### config.mk
export PLATFORM = sky130hd
export DESIGN_NAME = adam_axil_pause_ctrl_flat
export DESIGN_NICKNAME = d
export VERILOG_FILES = /design/src/rtl/adam_axil_pause_ctrl_if.sv /design/src/rtl/adam_axil_pause_ctrl.sv /design/src/flat_wrapper.sv
export SDC_FILE = /design/constraint.sdc
export NUM_CORES = 1
export LEC_CHECK = 0
export ABC_AREA = 1
export CAP_MARGIN = 20
export CORE_AREA = 5 5 115 117
export DETAILED_ROUTE_END_ITERATION = 8
export DIE_AREA = 0 0 120 122
export GPL_ROUTABILITY_DRIVEN = 0
export PLACE_DENSITY = 0.67
export SLEW_MARGIN = 10
export SYNTH_ARGS = -nofsm -noshare
export SYNTH_HDL_FRONTEND = slang
export SYNTH_SLANG_ARGS = --single-unit
### constraint.sdc
create_clock -name clk_i -period 5.7 [get_ports clk_i]
set_input_delay 0.855 -clock clk_i [delete_from_list [all_inputs] [get_ports clk_i]]
set_output_delay 0.855 -clock clk_i [all_outputs]
set_load 0.005 [all_outputs]
### src/rtl/adam_axil_pause_ctrl_if.sv
// AXI-Lite bus bundle (AW/W/B/AR/R) used on both sides of the pause controller.
interface adam_axil_pause_ctrl_if #(
  parameter int unsigned ADDR_WIDTH = 32,
  parameter int unsigned DATA_WIDTH = 32
);
  localparam int unsigned STRB_WIDTH = DATA_WIDTH / 8;

  logic [ADDR_WIDTH-1:0] aw_addr;
  logic [2:0]            aw_prot;
  logic                  aw_valid;
  logic                  aw_ready;

  logic [DATA_WIDTH-1:0] w_data;
  logic [STRB_WIDTH-1:0] w_strb;
  logic                  w_valid;
  logic                  w_ready;

  logic [1:0]            b_resp;
  logic                  b_valid;
  logic                  b_ready;

  logic [ADDR_WIDTH-1:0] ar_addr;
  logic [2:0]            ar_prot;
  logic                  ar_valid;
  logic                  ar_ready;

  logic [DATA_WIDTH-1:0] r_data;
  logic [1:0]            r_resp;
  logic                  r_valid;
  logic                  r_ready;

  modport master (
    output aw_addr, aw_prot, aw_valid, input aw_ready,
    output w_data, w_strb, w_valid,    input w_ready,
    input  b_resp, b_valid,            output b_ready,
    output ar_addr, ar_prot, ar_valid, input ar_ready,
    input  r_data, r_resp, r_valid,    output r_ready
  );

  modport slave (
    input  aw_addr, aw_prot, aw_valid, output aw_ready,
    input  w_data, w_strb, w_valid,    output w_ready,
    output b_resp, b_valid,            input b_ready,
    input  ar_addr, ar_prot, ar_valid, output ar_ready,
    output r_data, r_resp, r_valid,    input r_ready
  );
endinterface

### src/rtl/adam_axil_pause_ctrl.sv
// Pause controller for one AXI-Lite path: zero-latency pass-through that, on a
// pause request, closes the request channels, drains outstanding transactions
// and then acknowledges. Releasing the request resumes pass-through.
module adam_axil_pause_ctrl #(
  parameter int unsigned ADDR_WIDTH = 32,
  parameter int unsigned DATA_WIDTH = 32,
  parameter int unsigned MAX_TRANS  = 7
) (
  input  logic                   clk_i,
  input  logic                   rst_i,
  input  logic                   pause_req_i,
  output logic                   pause_ack_o,
  adam_axil_pause_ctrl_if.slave  slv,
  adam_axil_pause_ctrl_if.master mst
);
  localparam int unsigned STRB_WIDTH = DATA_WIDTH / 8;
  localparam int unsigned CW         = $clog2(MAX_TRANS + 1);
  localparam logic [CW-1:0] MAX_CNT  = CW'(MAX_TRANS);

  typedef enum logic [1:0] {ST_RUN, ST_DRAIN, ST_PAUSED} state_e;

  state_e        state_q, state_d;
  logic          ack_q, ack_d;
  logic [CW-1:0] aw_out_q, aw_out_d;
  logic [CW-1:0] w_out_q,  w_out_d;
  logic [CW-1:0] ar_out_q, ar_out_d;

  logic allow_aw, allow_w, allow_ar;
  logic aw_hs, w_hs, b_hs, ar_hs, r_hs, any_hs, all_idle;

  logic [ADDR_WIDTH-1:0] aw_addr, ar_addr;
  logic [DATA_WIDTH-1:0] w_data, r_data;
  logic [STRB_WIDTH-1:0] w_strb;

  // Payloads pass straight through
  assign aw_addr     = slv.aw_addr;
  assign mst.aw_addr = aw_addr;
  assign mst.aw_prot = slv.aw_prot;
  assign ar_addr     = slv.ar_addr;
  assign mst.ar_addr = ar_addr;
  assign mst.ar_prot = slv.ar_prot;
  assign w_data      = slv.w_data;
  assign mst.w_data  = w_data;
  assign w_strb      = slv.w_strb;
  assign mst.w_strb  = w_strb;
  assign r_data      = mst.r_data;
  assign slv.r_data  = r_data;
  assign slv.r_resp  = mst.r_resp;
  assign slv.b_resp  = mst.b_resp;

  // Response channels are never gated
  assign slv.b_valid = mst.b_valid;
  assign mst.b_ready = slv.b_ready;
  assign slv.r_valid = mst.r_valid;
  assign mst.r_ready = slv.r_ready;

  // Request channels are gated in both directions, so a valid held upstream
  // stays pending (never withdrawn) while the gate is closed
  assign mst.aw_valid = slv.aw_valid & allow_aw;
  assign slv.aw_ready = mst.aw_ready & allow_aw;
  assign mst.w_valid  = slv.w_valid  & allow_w;
  assign slv.w_ready  = mst.w_ready  & allow_w;
  assign mst.ar_valid = slv.ar_valid & allow_ar;
  assign slv.ar_ready = mst.ar_ready & allow_ar;

  assign aw_hs    = slv.aw_valid & mst.aw_ready & allow_aw;
  assign w_hs     = slv.w_valid  & mst.w_ready  & allow_w;
  assign ar_hs    = slv.ar_valid & mst.ar_ready & allow_ar;
  assign b_hs     = mst.b_valid  & slv.b_ready;
  assign r_hs     = mst.r_valid  & slv.r_ready;
  assign any_hs   = aw_hs | w_hs | ar_hs | b_hs | r_hs;
  assign all_idle = (aw_out_q == '0) && (w_out_q == '0) && (ar_out_q == '0);

  assign pause_ack_o = ack_q;

  // Outstanding counter step: +1/-1 cancel, decrement saturates at zero
  function automatic logic [CW-1:0] cnt_step(input logic [CW-1:0] cnt,
                                             input logic inc, input logic dec);
    logic [CW-1:0] nxt;
    nxt = cnt;
    if (inc && !dec) begin
      nxt = cnt + CW'(1);
    end else if (dec && !inc && (cnt != '0)) begin
      nxt = cnt - CW'(1);
    end
    return nxt;
  endfunction

  // Channel gates decoded from the current state; all closed during reset
  always_comb begin
    allow_aw = 1'b0;
    allow_w  = 1'b0;
    allow_ar = 1'b0;
    unique case (state_q)
      ST_RUN: begin
        allow_aw = aw_out_q < MAX_CNT;
        allow_w  = w_out_q  < MAX_CNT;
        allow_ar = ar_out_q < MAX_CNT;
      end
      ST_DRAIN: begin
        // only let through the half of a write whose partner already went
        allow_aw = w_out_q  > aw_out_q;
        allow_w  = aw_out_q > w_out_q;
      end
      default: ;
    endcase
    if (rst_i) begin
      allow_aw = 1'b0;
      allow_w  = 1'b0;
      allow_ar = 1'b0;
    end
  end

  // Next-state and registered acknowledge
  always_comb begin
    state_d = state_q;
    unique case (state_q)
      ST_RUN: begin
        if (pause_req_i) state_d = ST_DRAIN;
      end
      ST_DRAIN: begin
        if (!pause_req_i)              state_d = ST_RUN;
        else if (all_idle && !any_hs)  state_d = ST_PAUSED;
      end
      ST_PAUSED: begin
        if (!pause_req_i) state_d = ST_RUN;
      end
      default: state_d = ST_PAUSED;
    endcase
    ack_d = (state_d == ST_PAUSED);
  end

  // Outstanding-transaction counters
  always_comb begin
    aw_out_d = cnt_step(aw_out_q, aw_hs, b_hs);
    w_out_d  = cnt_step(w_out_q,  w_hs,  b_hs);
    ar_out_d = cnt_step(ar_out_q, ar_hs, r_hs);
  end

  // State, acknowledge and counter registers
  always_ff @(posedge clk_i) begin
    if (rst_i) begin
      state_q  <= ST_PAUSED;
      ack_q    <= 1'b1;
      aw_out_q <= '0;
      w_out_q  <= '0;
      ar_out_q <= '0;
    end else begin
      state_q  <= state_d;
      ack_q    <= ack_d;
      aw_out_q <= aw_out_d;
      w_out_q  <= w_out_d;
      ar_out_q <= ar_out_d;
    end
  end
endmodule
### src/flat_wrapper.sv
// flat-port wrapper written by rule: the top's interface ports become plain ports
module adam_axil_pause_ctrl_flat 
#(
  parameter int unsigned ADDR_WIDTH = 32,
  parameter int unsigned DATA_WIDTH = 32,
  parameter int unsigned MAX_TRANS  = 7
)
  (clk_i, rst_i, pause_req_i, pause_ack_o, slv_aw_addr, slv_aw_prot, slv_aw_valid, slv_aw_ready, slv_w_data, slv_w_strb, slv_w_valid, slv_w_ready, slv_b_resp, slv_b_valid, slv_b_ready, slv_ar_addr, slv_ar_prot, slv_ar_valid, slv_ar_ready, slv_r_data, slv_r_resp, slv_r_valid, slv_r_ready, mst_aw_addr, mst_aw_prot, mst_aw_valid, mst_aw_ready, mst_w_data, mst_w_strb, mst_w_valid, mst_w_ready, mst_b_resp, mst_b_valid, mst_b_ready, mst_ar_addr, mst_ar_prot, mst_ar_valid, mst_ar_ready, mst_r_data, mst_r_resp, mst_r_valid, mst_r_ready);
  adam_axil_pause_ctrl_if #(.ADDR_WIDTH(ADDR_WIDTH), .DATA_WIDTH(DATA_WIDTH)) slv_i ();
  adam_axil_pause_ctrl_if #(.ADDR_WIDTH(ADDR_WIDTH), .DATA_WIDTH(DATA_WIDTH)) mst_i ();
  input  logic clk_i;
  input  logic rst_i;
  input  logic pause_req_i;
  output logic pause_ack_o;
  input wire logic [$bits(slv_i.aw_addr)-1:0] slv_aw_addr;
  input wire logic [$bits(slv_i.aw_prot)-1:0] slv_aw_prot;
  input wire logic [$bits(slv_i.aw_valid)-1:0] slv_aw_valid;
  output wire logic [$bits(slv_i.aw_ready)-1:0] slv_aw_ready;
  input wire logic [$bits(slv_i.w_data)-1:0] slv_w_data;
  input wire logic [$bits(slv_i.w_strb)-1:0] slv_w_strb;
  input wire logic [$bits(slv_i.w_valid)-1:0] slv_w_valid;
  output wire logic [$bits(slv_i.w_ready)-1:0] slv_w_ready;
  output wire logic [$bits(slv_i.b_resp)-1:0] slv_b_resp;
  output wire logic [$bits(slv_i.b_valid)-1:0] slv_b_valid;
  input wire logic [$bits(slv_i.b_ready)-1:0] slv_b_ready;
  input wire logic [$bits(slv_i.ar_addr)-1:0] slv_ar_addr;
  input wire logic [$bits(slv_i.ar_prot)-1:0] slv_ar_prot;
  input wire logic [$bits(slv_i.ar_valid)-1:0] slv_ar_valid;
  output wire logic [$bits(slv_i.ar_ready)-1:0] slv_ar_ready;
  output wire logic [$bits(slv_i.r_data)-1:0] slv_r_data;
  output wire logic [$bits(slv_i.r_resp)-1:0] slv_r_resp;
  output wire logic [$bits(slv_i.r_valid)-1:0] slv_r_valid;
  input wire logic [$bits(slv_i.r_ready)-1:0] slv_r_ready;
  output wire logic [$bits(mst_i.aw_addr)-1:0] mst_aw_addr;
  output wire logic [$bits(mst_i.aw_prot)-1:0] mst_aw_prot;
  output wire logic [$bits(mst_i.aw_valid)-1:0] mst_aw_valid;
  input wire logic [$bits(mst_i.aw_ready)-1:0] mst_aw_ready;
  output wire logic [$bits(mst_i.w_data)-1:0] mst_w_data;
  output wire logic [$bits(mst_i.w_strb)-1:0] mst_w_strb;
  output wire logic [$bits(mst_i.w_valid)-1:0] mst_w_valid;
  input wire logic [$bits(mst_i.w_ready)-1:0] mst_w_ready;
  input wire logic [$bits(mst_i.b_resp)-1:0] mst_b_resp;
  input wire logic [$bits(mst_i.b_valid)-1:0] mst_b_valid;
  output wire logic [$bits(mst_i.b_ready)-1:0] mst_b_ready;
  output wire logic [$bits(mst_i.ar_addr)-1:0] mst_ar_addr;
  output wire logic [$bits(mst_i.ar_prot)-1:0] mst_ar_prot;
  output wire logic [$bits(mst_i.ar_valid)-1:0] mst_ar_valid;
  input wire logic [$bits(mst_i.ar_ready)-1:0] mst_ar_ready;
  input wire logic [$bits(mst_i.r_data)-1:0] mst_r_data;
  input wire logic [$bits(mst_i.r_resp)-1:0] mst_r_resp;
  input wire logic [$bits(mst_i.r_valid)-1:0] mst_r_valid;
  output wire logic [$bits(mst_i.r_ready)-1:0] mst_r_ready;
  assign slv_i.aw_addr = slv_aw_addr;
  assign slv_i.aw_prot = slv_aw_prot;
  assign slv_i.aw_valid = slv_aw_valid;
  assign slv_aw_ready = slv_i.aw_ready;
  assign slv_i.w_data = slv_w_data;
  assign slv_i.w_strb = slv_w_strb;
  assign slv_i.w_valid = slv_w_valid;
  assign slv_w_ready = slv_i.w_ready;
  assign slv_b_resp = slv_i.b_resp;
  assign slv_b_valid = slv_i.b_valid;
  assign slv_i.b_ready = slv_b_ready;
  assign slv_i.ar_addr = slv_ar_addr;
  assign slv_i.ar_prot = slv_ar_prot;
  assign slv_i.ar_valid = slv_ar_valid;
  assign slv_ar_ready = slv_i.ar_ready;
  assign slv_r_data = slv_i.r_data;
  assign slv_r_resp = slv_i.r_resp;
  assign slv_r_valid = slv_i.r_valid;
  assign slv_i.r_ready = slv_r_ready;
  assign mst_aw_addr = mst_i.aw_addr;
  assign mst_aw_prot = mst_i.aw_prot;
  assign mst_aw_valid = mst_i.aw_valid;
  assign mst_i.aw_ready = mst_aw_ready;
  assign mst_w_data = mst_i.w_data;
  assign mst_w_strb = mst_i.w_strb;
  assign mst_w_valid = mst_i.w_valid;
  assign mst_i.w_ready = mst_w_ready;
  assign mst_i.b_resp = mst_b_resp;
  assign mst_i.b_valid = mst_b_valid;
  assign mst_b_ready = mst_i.b_ready;
  assign mst_ar_addr = mst_i.ar_addr;
  assign mst_ar_prot = mst_i.ar_prot;
  assign mst_ar_valid = mst_i.ar_valid;
  assign mst_i.ar_ready = mst_ar_ready;
  assign mst_i.r_data = mst_r_data;
  assign mst_i.r_resp = mst_r_resp;
  assign mst_i.r_valid = mst_r_valid;
  assign mst_r_ready = mst_i.r_ready;
  adam_axil_pause_ctrl #(.ADDR_WIDTH(ADDR_WIDTH), .DATA_WIDTH(DATA_WIDTH), .MAX_TRANS(MAX_TRANS)) u_core (.clk_i(clk_i), .rst_i(rst_i), .pause_req_i(pause_req_i), .pause_ack_o(pause_ack_o), .slv(slv_i), .mst(mst_i));
endmodule
==> results.sh, run 1 <==
export IMPL_fin_nets=329
export IMPL_die_w_um=120
export IMPL_startpoint_type="input pin"
export IMPL_dp_hpwl_um=3990
export IMPL_cts_tree="done"
export IMPL_clkSinkCount=12
export IMPL_post_cts_buffers=0
export IMPL_timing_final_hold_violations=0
export IMPL_rsz0062_at_grt="false"
export IMPL_die_area_mm2=0.0146
export IMPL_worst_pin_slew_ns=0.346
export IMPL_numCtsBuffers=3
export IMPL_wirelength_um=4740
export IMPL_cts_root_buf="clkbuf_16"
export IMPL_syn_cell_area_mm2=0.00204
export IMPL_finalInstanceArea_mm2=0.00144
export IMPL_path_clk_slew_ns=0.05
export IMPL_cts_resized=0
export IMPL_setup_viol=0
export IMPL_yosysUniqueCellTypes=23
export IMPL_drive_gt1_share_pct=15.6
export IMPL_synth_compound_area_share_pct=3.80
export IMPL_slew_headroom_pct=76.9
export IMPL_synth_mux_area_share_pct=0
export IMPL_crit_fanout=14
export IMPL_holdBufCountCts=0
export IMPL_grt_antenna_before_repair=0
export IMPL_rrSetupSlack_ns=3.57
export IMPL_max_freq_mhz=290
export IMPL_die_h_um=122
export IMPL_status="completed"
export IMPL_fin_cells=317
export IMPL_period_needed_ns=3.45
export IMPL_cap_violations=0
export IMPL_io_pins=308
export IMPL_grt_overflow=0
export IMPL_yosysSeqAreaShare_pct=11.8
export IMPL_synth_seq_cells=12
export IMPL_placed_cells=313
export IMPL_crit_arrival_ns=2.60
export IMPL_synth_top_family_by_area="buffers and inverters"
export IMPL_synth_top_area_cell="buf_4"
export IMPL_grt_start_max_net_pins=15
export IMPL_first_iter_violations=36
export IMPL_min_period_over_period_pct=60.5
export IMPL_placed_cell_area_mm2=0.00135
export IMPL_grt_pass1_wl_um=6890
export IMPL_synthTopCellsByArea="buf_4 (54%), dfxtp_1 (12%), nand2_1 (5.5%)"
export IMPL_dr_total_vias=1152
export IMPL_firstDrtPassIters=5
export IMPL_syn_inst=287
export IMPL_p_leak_uw=0.000577
export IMPL_worstSetupPathType="input pin to primary output"
export IMPL_num_antenna_cells=0
export IMPL_synth_adder_area_share_pct=4.79
export IMPL_synth_xor_area_share_pct=0
export IMPL_coreArea_mm2=0.0123
export IMPL_drv_slew=0
export IMPL_fp_row_count=41
export IMPL_cts_buffer_depth=2
export IMPL_synth_top_area_share_pct=53.7
export IMPL_fin_hold_ws_ns=0.531
export IMPL_antenna_left=0
export IMPL_grt_use_total_pct=6.59
export IMPL_drc=0
export IMPL_total_power_uw=367
export IMPL_clk_insertion_delay_late_ns=0.25
export IMPL_initial_core_util_pct=16.6
export IMPL_min_path_type="flip-flop to flip-flop"
export IMPL_ys_warn_count=0
export IMPL_tns_ns=0
export IMPL_viasPerCell=3.63
export IMPL_place_port_buffers=23
export IMPL_synthToLayoutAreaGrowth_pct=-29.4
export IMPL_syn_nets=448
export IMPL_power_per_cell_area_mw_per_mm2=255
export IMPL_wl_per_cell_um=15.0
export IMPL_skew_ns=0.00382
export IMPL_end_kind="primary output"
export IMPL_nFillCells=1379
export IMPL_ir_drop_mv=0.0786
export IMPL_grt_pass1_vias=1220
export IMPL_cp_required_ns=4.85
export IMPL_synth_simple_area_share_pct=21.7
export IMPL_syn_area_per_cell_um2=7.11
export IMPL_ctsHtreeMaxLevel=1
[kinds of logic (layout without fill, tap and decap cells)]
group	count (synthesis)	after routing
AO/OA/AOI/OAI	13	13
adder cells (fa/ha/maj)	6	6
buffers and inverters	167	47
flip-flops	12	12
AND/OR/NAND/NOR	89	89
[flip-flops by register name, indices dropped and copies added, names as in the netlist]
signal / count
u_core.ar_out_q: 3
u_core.aw_out_q: 3
u_core.w_out_q: 3
u_core.state_q: 2
u_core.pause_ack_o: 1
[cells in the mapped netlist (all sizes together)]
cell type / instances
nand3: 22
a31oi: 1
nand2: 38
nor2: 24
inv: 20
buf: 147
ha: 3
o21ai: 2
fa: 3
dfxtp: 12
nor3: 3
nand4: 2
a21oi: 10
[through the flow]
step | utilization (%) | worst slack, ns
floorplan | - | 3.49
global placement | 11.0 | 2.24
detailed placement | 11.0 | 2.24
CTS | 11.7 | 2.23
global route | 11.7 | 2.06
finish | 11.7 | 2.25
[where the power goes]
group          internal (uW)  leakage (uW)  switching [uW]
Clock                    106     0.0000442            42.8
Combinational           49.2      0.000434            59.6
Sequential              95.3     0.0000985            13.4
Total                    251      0.000577             116
[layout make-up]
cell class / instances / area [um^2] / share of cell area (%)
well taps: 150 / 188 / 13.0
repair buffers: 23 / 230 / 16.0
multi-input cells: 108 / 617 / 42.9
inverters: 20 / 75.1 / 5.22
flip-flops and latches: 12 / 240 / 16.7
clock buffers: 4 / 88.8 / 6.17
[final timing paths]
path,startpoint,endpoint,cells past startpoint
worst min register to register,u_core.ar_out_q[0]$_SDFFE_PP0P_,u_core.ar_out_q[0]$_SDFFE_PP0P_,1
worst min-delay path,u_core.ar_out_q[0]$_SDFFE_PP0P_,u_core.ar_out_q[0]$_SDFFE_PP0P_,1
worst max register to register,u_core.aw_out_q[2]$_SDFFE_PP0P_,u_core.w_out_q[2]$_SDFFE_PP0P_,11
worst max-delay path,rst_i,slv_aw_ready,9
[worst max-delay path: stages]
cell	delay, ns
clkdlybuf4s50_1	0.48
inv_2	0.26
nand2_1	0.09
nor2_1	0.09
nand2_1	0.07
nand2_2	0.09
inv_1	0.07
nor2_1	0.08
clkdlybuf4s50_1	0.50
[metal layers]
layer  track usage, %  wire length (um)  up-vias
met5                0                 0        -
met4             9.81               563        0
met3             4.92               802       73
met2             9.73              2110      124
met1             4.35              1260      452
li1                 -                 -      503
[placed cells by master (no fill, tap or decap)]
master,count
nand4_2,1
clkbuf_8,1
nor2_2,3
nand3_2,3
fa_1,3
inv_2,2
nor2_1,20
nor3_2,1
inv_1,18
o21ai_2,2
dfxtp_1,12
ha_1,3
nand2_4,2
nand3_1,19
nand2_1,30
a31oi_1,1
nand2_2,6
clkbuf_16,3
nor3_1,2
a21oi_1,9
nor2_4,1
clkdlybuf4s50_1,23
a21oi_2,1
nand4_1,1
(Power assumes the default switching activity.)
==> run 2: changes to the inputs <==
- CORE_AREA: 5 5 115 117 -> 5 5 117 119
- DIE_AREA: 0 0 120 122 -> 0 0 122 124
- PLACE_DENSITY: 0.67 -> 0.65
- clock period: 5.7 -> 3.4 ns (I/O delays scaled with it)
==> results.sh, run 2 (synthesized netlist as in run 1, its figures left out) <==
export IMPL_worst_pin_slew_ns=0.314
export IMPL_clkSinkCount=12
export IMPL_end_kind="primary output"
export IMPL_setup_viol=0
export IMPL_drive_gt1_share_pct=15.6
export IMPL_placed_cell_area_mm2=0.00138
export IMPL_startpoint_type="input pin"
export IMPL_grt_busiest_layer="met4"
export IMPL_viasPerCell=3.33
export IMPL_min_period_over_period_pct=81.0
export IMPL_place_port_buffers=23
export IMPL_fp_row_count=41
export IMPL_numCtsBuffers=3
export IMPL_drc=0
export IMPL_clk_insertion_delay_late_ns=0.24
export IMPL_grt_antenna_before_repair=0
export IMPL_path_clk_slew_ns=0.05
export IMPL_p_leak_uw=0.000577
export IMPL_grt_pass1_wl_um=6590
export IMPL_ctsHtreeMaxLevel=1
export IMPL_worstSetupPathType="input pin to primary output"
export IMPL_holdBufCountCts=0
export IMPL_die_h_um=124
export IMPL_dr_total_vias=1130
export IMPL_grt_start_max_net_pins=15
export IMPL_crit_arrival_ns=2.24
export IMPL_fin_cells=339
export IMPL_power_per_cell_area_mw_per_mm2=416
export IMPL_rsz0062_at_grt="false"
export IMPL_crit_slowest_cell="clkdlybuf4s50_1"
export IMPL_finalInstanceArea_mm2=0.00147
export IMPL_cp_required_ns=2.89
export IMPL_use_met1_pct=4.80
export IMPL_cp_depth=9
export IMPL_r2r_end="u_core.w_out_q[2]$_SDFFE_PP0P_"
export IMPL_placed_cells=335
export IMPL_grt_use_total_pct=6.15
export IMPL_mostFrequentLayoutCell="nand2_1"
export IMPL_ir_drop_mv=0.170
export IMPL_cts_root_buf="clkbuf_16"
export IMPL_skew_ns=0.00620
export IMPL_fin_nets=329
export IMPL_wl_per_cell_um=14.2
export IMPL_cts_tree="done"
export IMPL_utilization_pct=11.8
export IMPL_firstDrtPassIters=4
export IMPL_antenna_left=0
export IMPL_top_regs="u_core.ar_out_q: 3 flops, u_core.aw_out_q: 3 flops, u_core.w_out_q: 3 flops"
export IMPL_first_iter_violations=81
export IMPL_slowest_delay_ns=0.51
export IMPL_post_cts_buffers=0
export IMPL_cts_buffer_depth=2
export IMPL_die_area_mm2=0.0151
export IMPL_path_delay_family="buffers and inverters"
export IMPL_critPathBufInv=4
export IMPL_io_pins=308
export IMPL_cap_violations=0
export IMPL_dp_hpwl_um=3980
export IMPL_min_path_type="flip-flop to flip-flop"
export IMPL_status="completed"
export IMPL_rrSetupSlack_ns=1.26
export IMPL_coreArea_mm2=0.0125
export IMPL_crit_fanout=14
export IMPL_cp_startpoint="rst_i"
export IMPL_crit_chain="clkdlybuf4s50_1 -> inv_2 -> nand2_1 -> nor2_1 -> nand2_1 -> nand2_2 -> inv_1 -> nor2_1 -> clkdlybuf4s50_1"
export IMPL_final_cell_mix="nand2_1 (30), clkdlybuf4s50_1 (23), nor2_1 (20)"
export IMPL_max_freq_mhz=363
export IMPL_initial_core_util_pct=16.4
export IMPL_tns_ns=0
export IMPL_period_needed_ns=2.75
export IMPL_timing_final_hold_violations=0
export IMPL_synthToLayoutAreaGrowth_pct=-28.1
export IMPL_slew_headroom_pct=79.0
export IMPL_met3_usage_pct=5.00
export IMPL_fin_ws_ns=0.647
export IMPL_grtUsageMet2_pct=7.46
export IMPL_wirelength_um=4800
export IMPL_rr_worst_depth=11
export IMPL_dpl_worst_slack_ns=0.615
export IMPL_grt_overflow=0
export IMPL_cp_endpoint="mst_aw_valid"
export IMPL_drv_slew=0
export IMPL_r2r_start="u_core.aw_out_q[2]$_SDFFE_PP0P_"
export IMPL_cts_resized=0
export IMPL_die_w_um=122
export IMPL_grt_pass1_vias=1094
export IMPL_num_antenna_cells=0
-- run 2: layout make-up --
class	count	area, um^2
Multi-Input combinational cell	108	617
Timing Repair Buffer	23	230
Tap cell	172	215
Inverter	20	75.1
Fill cell	1455	11000
Sequential cell	12	240
Clock buffer	4	88.8
-- run 2: metrics by stage --
step                total power, uW  hold WS, ns
global placement                370        0.528
global route                    657        0.574
CTS                             624        0.546
detailed placement              371        0.533
finish                          610        0.534
floorplan                       449        0.496
-- run 2: worst min path at each step --
| stage | start | slack, ns | cells after the start | end |
|---|---|---|---|---|
| after global placement | u_core.state_q[0]$_SDFF_PP0_ | 0.53 | 3 | u_core.state_q[0]$_SDFF_PP0_ |
| after global routing | u_core.ar_out_q[0]$_SDFFE_PP0P_ | 0.57 | 1 | u_core.ar_out_q[0]$_SDFFE_PP0P_ |
| after CTS | u_core.ar_out_q[0]$_SDFFE_PP0P_ | 0.55 | 1 | u_core.ar_out_q[0]$_SDFFE_PP0P_ |
| after floorplan | u_core.ar_out_q[0]$_SDFFE_PP0P_ | 0.50 | 1 | u_core.ar_out_q[0]$_SDFFE_PP0P_ |
| final | u_core.ar_out_q[0]$_SDFFE_PP0P_ | 0.53 | 1 | u_core.ar_out_q[0]$_SDFFE_PP0P_ |
| after detailed placement | u_core.state_q[0]$_SDFF_PP0_ | 0.53 | 3 | u_core.state_q[0]$_SDFF_PP0_ |
-- run 2: per-layer routing --
layer	up-vias	part of all wire [%]
li1	502	-
met1	443	29
met2	103	36
met4	0	16
met3	82	19
met5	-	0
-- run 2: power breakdown --
group          switching (uW)  internal (uW)
combinational             102           82.8
sequential               21.8            160
clock                    65.9            178
total                     189            421
==> run 3: changes to the inputs <==
- clock period: 3.4 -> 2.7 ns (I/O delays scaled with it)
==> results.sh, run 3 (synthesized netlist as in run 1, its figures left out) <==
export IMPL_min_period_over_period_pct=92.3
export IMPL_p_comb_share_pct=29.9
export IMPL_grt_overflow=0
export IMPL_clkSinkCount=12
export IMPL_grt_pass1_vias=1125
export IMPL_coreArea_mm2=0.0125
export IMPL_cts_resized=0
export IMPL_drc=0
export IMPL_holdBufCountCts=0
export IMPL_cts_tree="done"
export IMPL_drv_slew=0
export IMPL_rrSetupSlack_ns=0.58
export IMPL_max_freq_mhz=401
export IMPL_first_iter_violations=85
export IMPL_path_clk_slew_ns=0.05
export IMPL_power_frac_seq_pct=29.9
export IMPL_netSwitchingFraction_pct=31.0
export IMPL_critPathBufInv=2
export IMPL_grt_start_max_net_pins=9
export IMPL_skew_ns=0.00627
export IMPL_dr_total_vias=1154
export IMPL_crit_arrival_ns=2.09
export IMPL_cp_required_ns=2.30
export IMPL_post_cts_buffers=0
export IMPL_dp_hpwl_um=3940
export IMPL_p_leak_uw=0.000582
export IMPL_final_cell_mix="nand2_1 (30), clkdlybuf4s50_1 (23), nor2_1 (20)"
export IMPL_power_frac_clock_pct=40.2
export IMPL_worstSetupPathType="flip-flop to primary output"
export IMPL_ctsHtreeMaxLevel=1
export IMPL_startpoint_type="flip-flop"
export IMPL_die_w_um=122
export IMPL_die_h_um=124
export IMPL_path_delay_family="buffers and inverters"
export IMPL_crit_slowest_cell="clkdlybuf4s50_1"
export IMPL_wl_per_cell_um=13.9
export IMPL_crit_fanout=5
export IMPL_min_path_type="flip-flop to flip-flop"
export IMPL_initial_core_util_pct=16.4
export IMPL_intPower_uw=531
export IMPL_place_port_buffers=23
export IMPL_slowest_delay_ns=0.51
export IMPL_wirelength_um=4720
export IMPL_power_per_cell_area_mw_per_mm2=522
export IMPL_mostFrequentLayoutCell="nand2_1"
export IMPL_grt_antenna_before_repair=0
export IMPL_grt_pass1_wl_um=6710
export IMPL_clk_insertion_delay_late_ns=0.24
export IMPL_die_area_mm2=0.0151
export IMPL_cts_buffer_depth=2
export IMPL_synthToLayoutAreaGrowth_pct=-27.7
export IMPL_fin_nets=330
export IMPL_fp_row_count=41
export IMPL_slew_headroom_pct=79.9
export IMPL_status="completed"
export IMPL_p_sw_uw=238
export IMPL_numCtsBuffers=3
export IMPL_ir_drop_mv=0.216
export IMPL_grt_use_total_pct=6.22
export IMPL_nFillCells=1431
export IMPL_utilization_pct=11.8
export IMPL_num_antenna_cells=0
export IMPL_io_pins=308
export IMPL_timing_final_hold_violations=0
export IMPL_cap_violations=0
export IMPL_end_kind="primary output"
export IMPL_worst_pin_slew_ns=0.301
export IMPL_viasPerCell=3.39
export IMPL_drive_gt1_share_pct=16.1
export IMPL_firstDrtPassIters=6
export IMPL_antenna_left=0
export IMPL_cts_root_buf="clkbuf_16"
export IMPL_setup_viol=0
export IMPL_fin_hold_ws_ns=0.531
export IMPL_period_needed_ns=2.49
export IMPL_top_regs="u_core.ar_out_q: 3 flops, u_core.aw_out_q: 3 flops, u_core.w_out_q: 3 flops"
export IMPL_rsz0062_at_grt="false"
export IMPL_crit_chain="inv_1 -> ha_1 -> a21oi_1 -> nand3_1 -> nand2_2 -> nand2_1 -> nor2_1 -> clkdlybuf4s50_1"
export IMPL_tns_ns=0
export IMPL_total_power_uw=769
==> run 3: changes by cell type in the layout (fill, tap and decap cells not counted), sizes merged <==
| cell | before | now |
|---|---|---|
| buf | 0 | 1 |
==> run 3: power by group through the flow <==
stage / Clock, uW / Combinational [uW] / Sequential (uW)
after floorplan: 0 / 337 / 228
after global routing: 332 / 265 / 236
after CTS: 328 / 234 / 230
after global placement: 0 / 232 / 233
after detailed placement: 0 / 233 / 233
final: 309 / 230 / 230
==> run 3: layout make-up <==
class,instances,area (um^2),share of cell area [%]
Clock buffer,4,88.8,6.03
Sequential cell,12,240,16.3
Multi-Input combinational cell,108,617,41.9
Timing Repair Buffer,24,238,16.1
Inverter,20,75.1,5.09
Tap cell,172,215,14.6
==> run 3: metrics by stage <==
| stage | cell area, um^2 | cells | setup WS [ns] |
|---|---|---|---|
| 5_1_grt | 1470 | 340 | 0.0391 |
| 3_5_place_dp | 1390 | 336 | 0.208 |
| 3_3_place_gp | 1390 | 336 | 0.226 |
| 2_1_floorplan | 2040 | 287 | 0.746 |
| 6_report | 1470 | 340 | 0.208 |
| 4_1_cts | 1470 | 340 | 0.182 |
==> run 3: routing by layer <==
layer / wire [um] / share of wire, % / global-route usage, %
met5: 0 / 0 / 0
met4: 794 / 17 / 10.2
met3: 912 / 19 / 4.72
met2: 1720 / 37 / 7.67
met1: 1290 / 27 / 4.91
==> run 3: path summary, 6_finish.rpt <==
check                           cells past startpoint                         endpoint                             from
worst max register to register                     13  u_core.aw_out_q[2]$_SDFFE_PP0P_   u_core.w_out_q[0]$_SDFFE_PP0P_
worst max-delay path                                8                      mst_w_valid  u_core.aw_out_q[2]$_SDFFE_PP0P_
worst min-delay path                                1  u_core.ar_out_q[0]$_SDFFE_PP0P_  u_core.ar_out_q[0]$_SDFFE_PP0P_
worst min register to register                      1  u_core.ar_out_q[0]$_SDFFE_PP0P_  u_core.ar_out_q[0]$_SDFFE_PP0P_
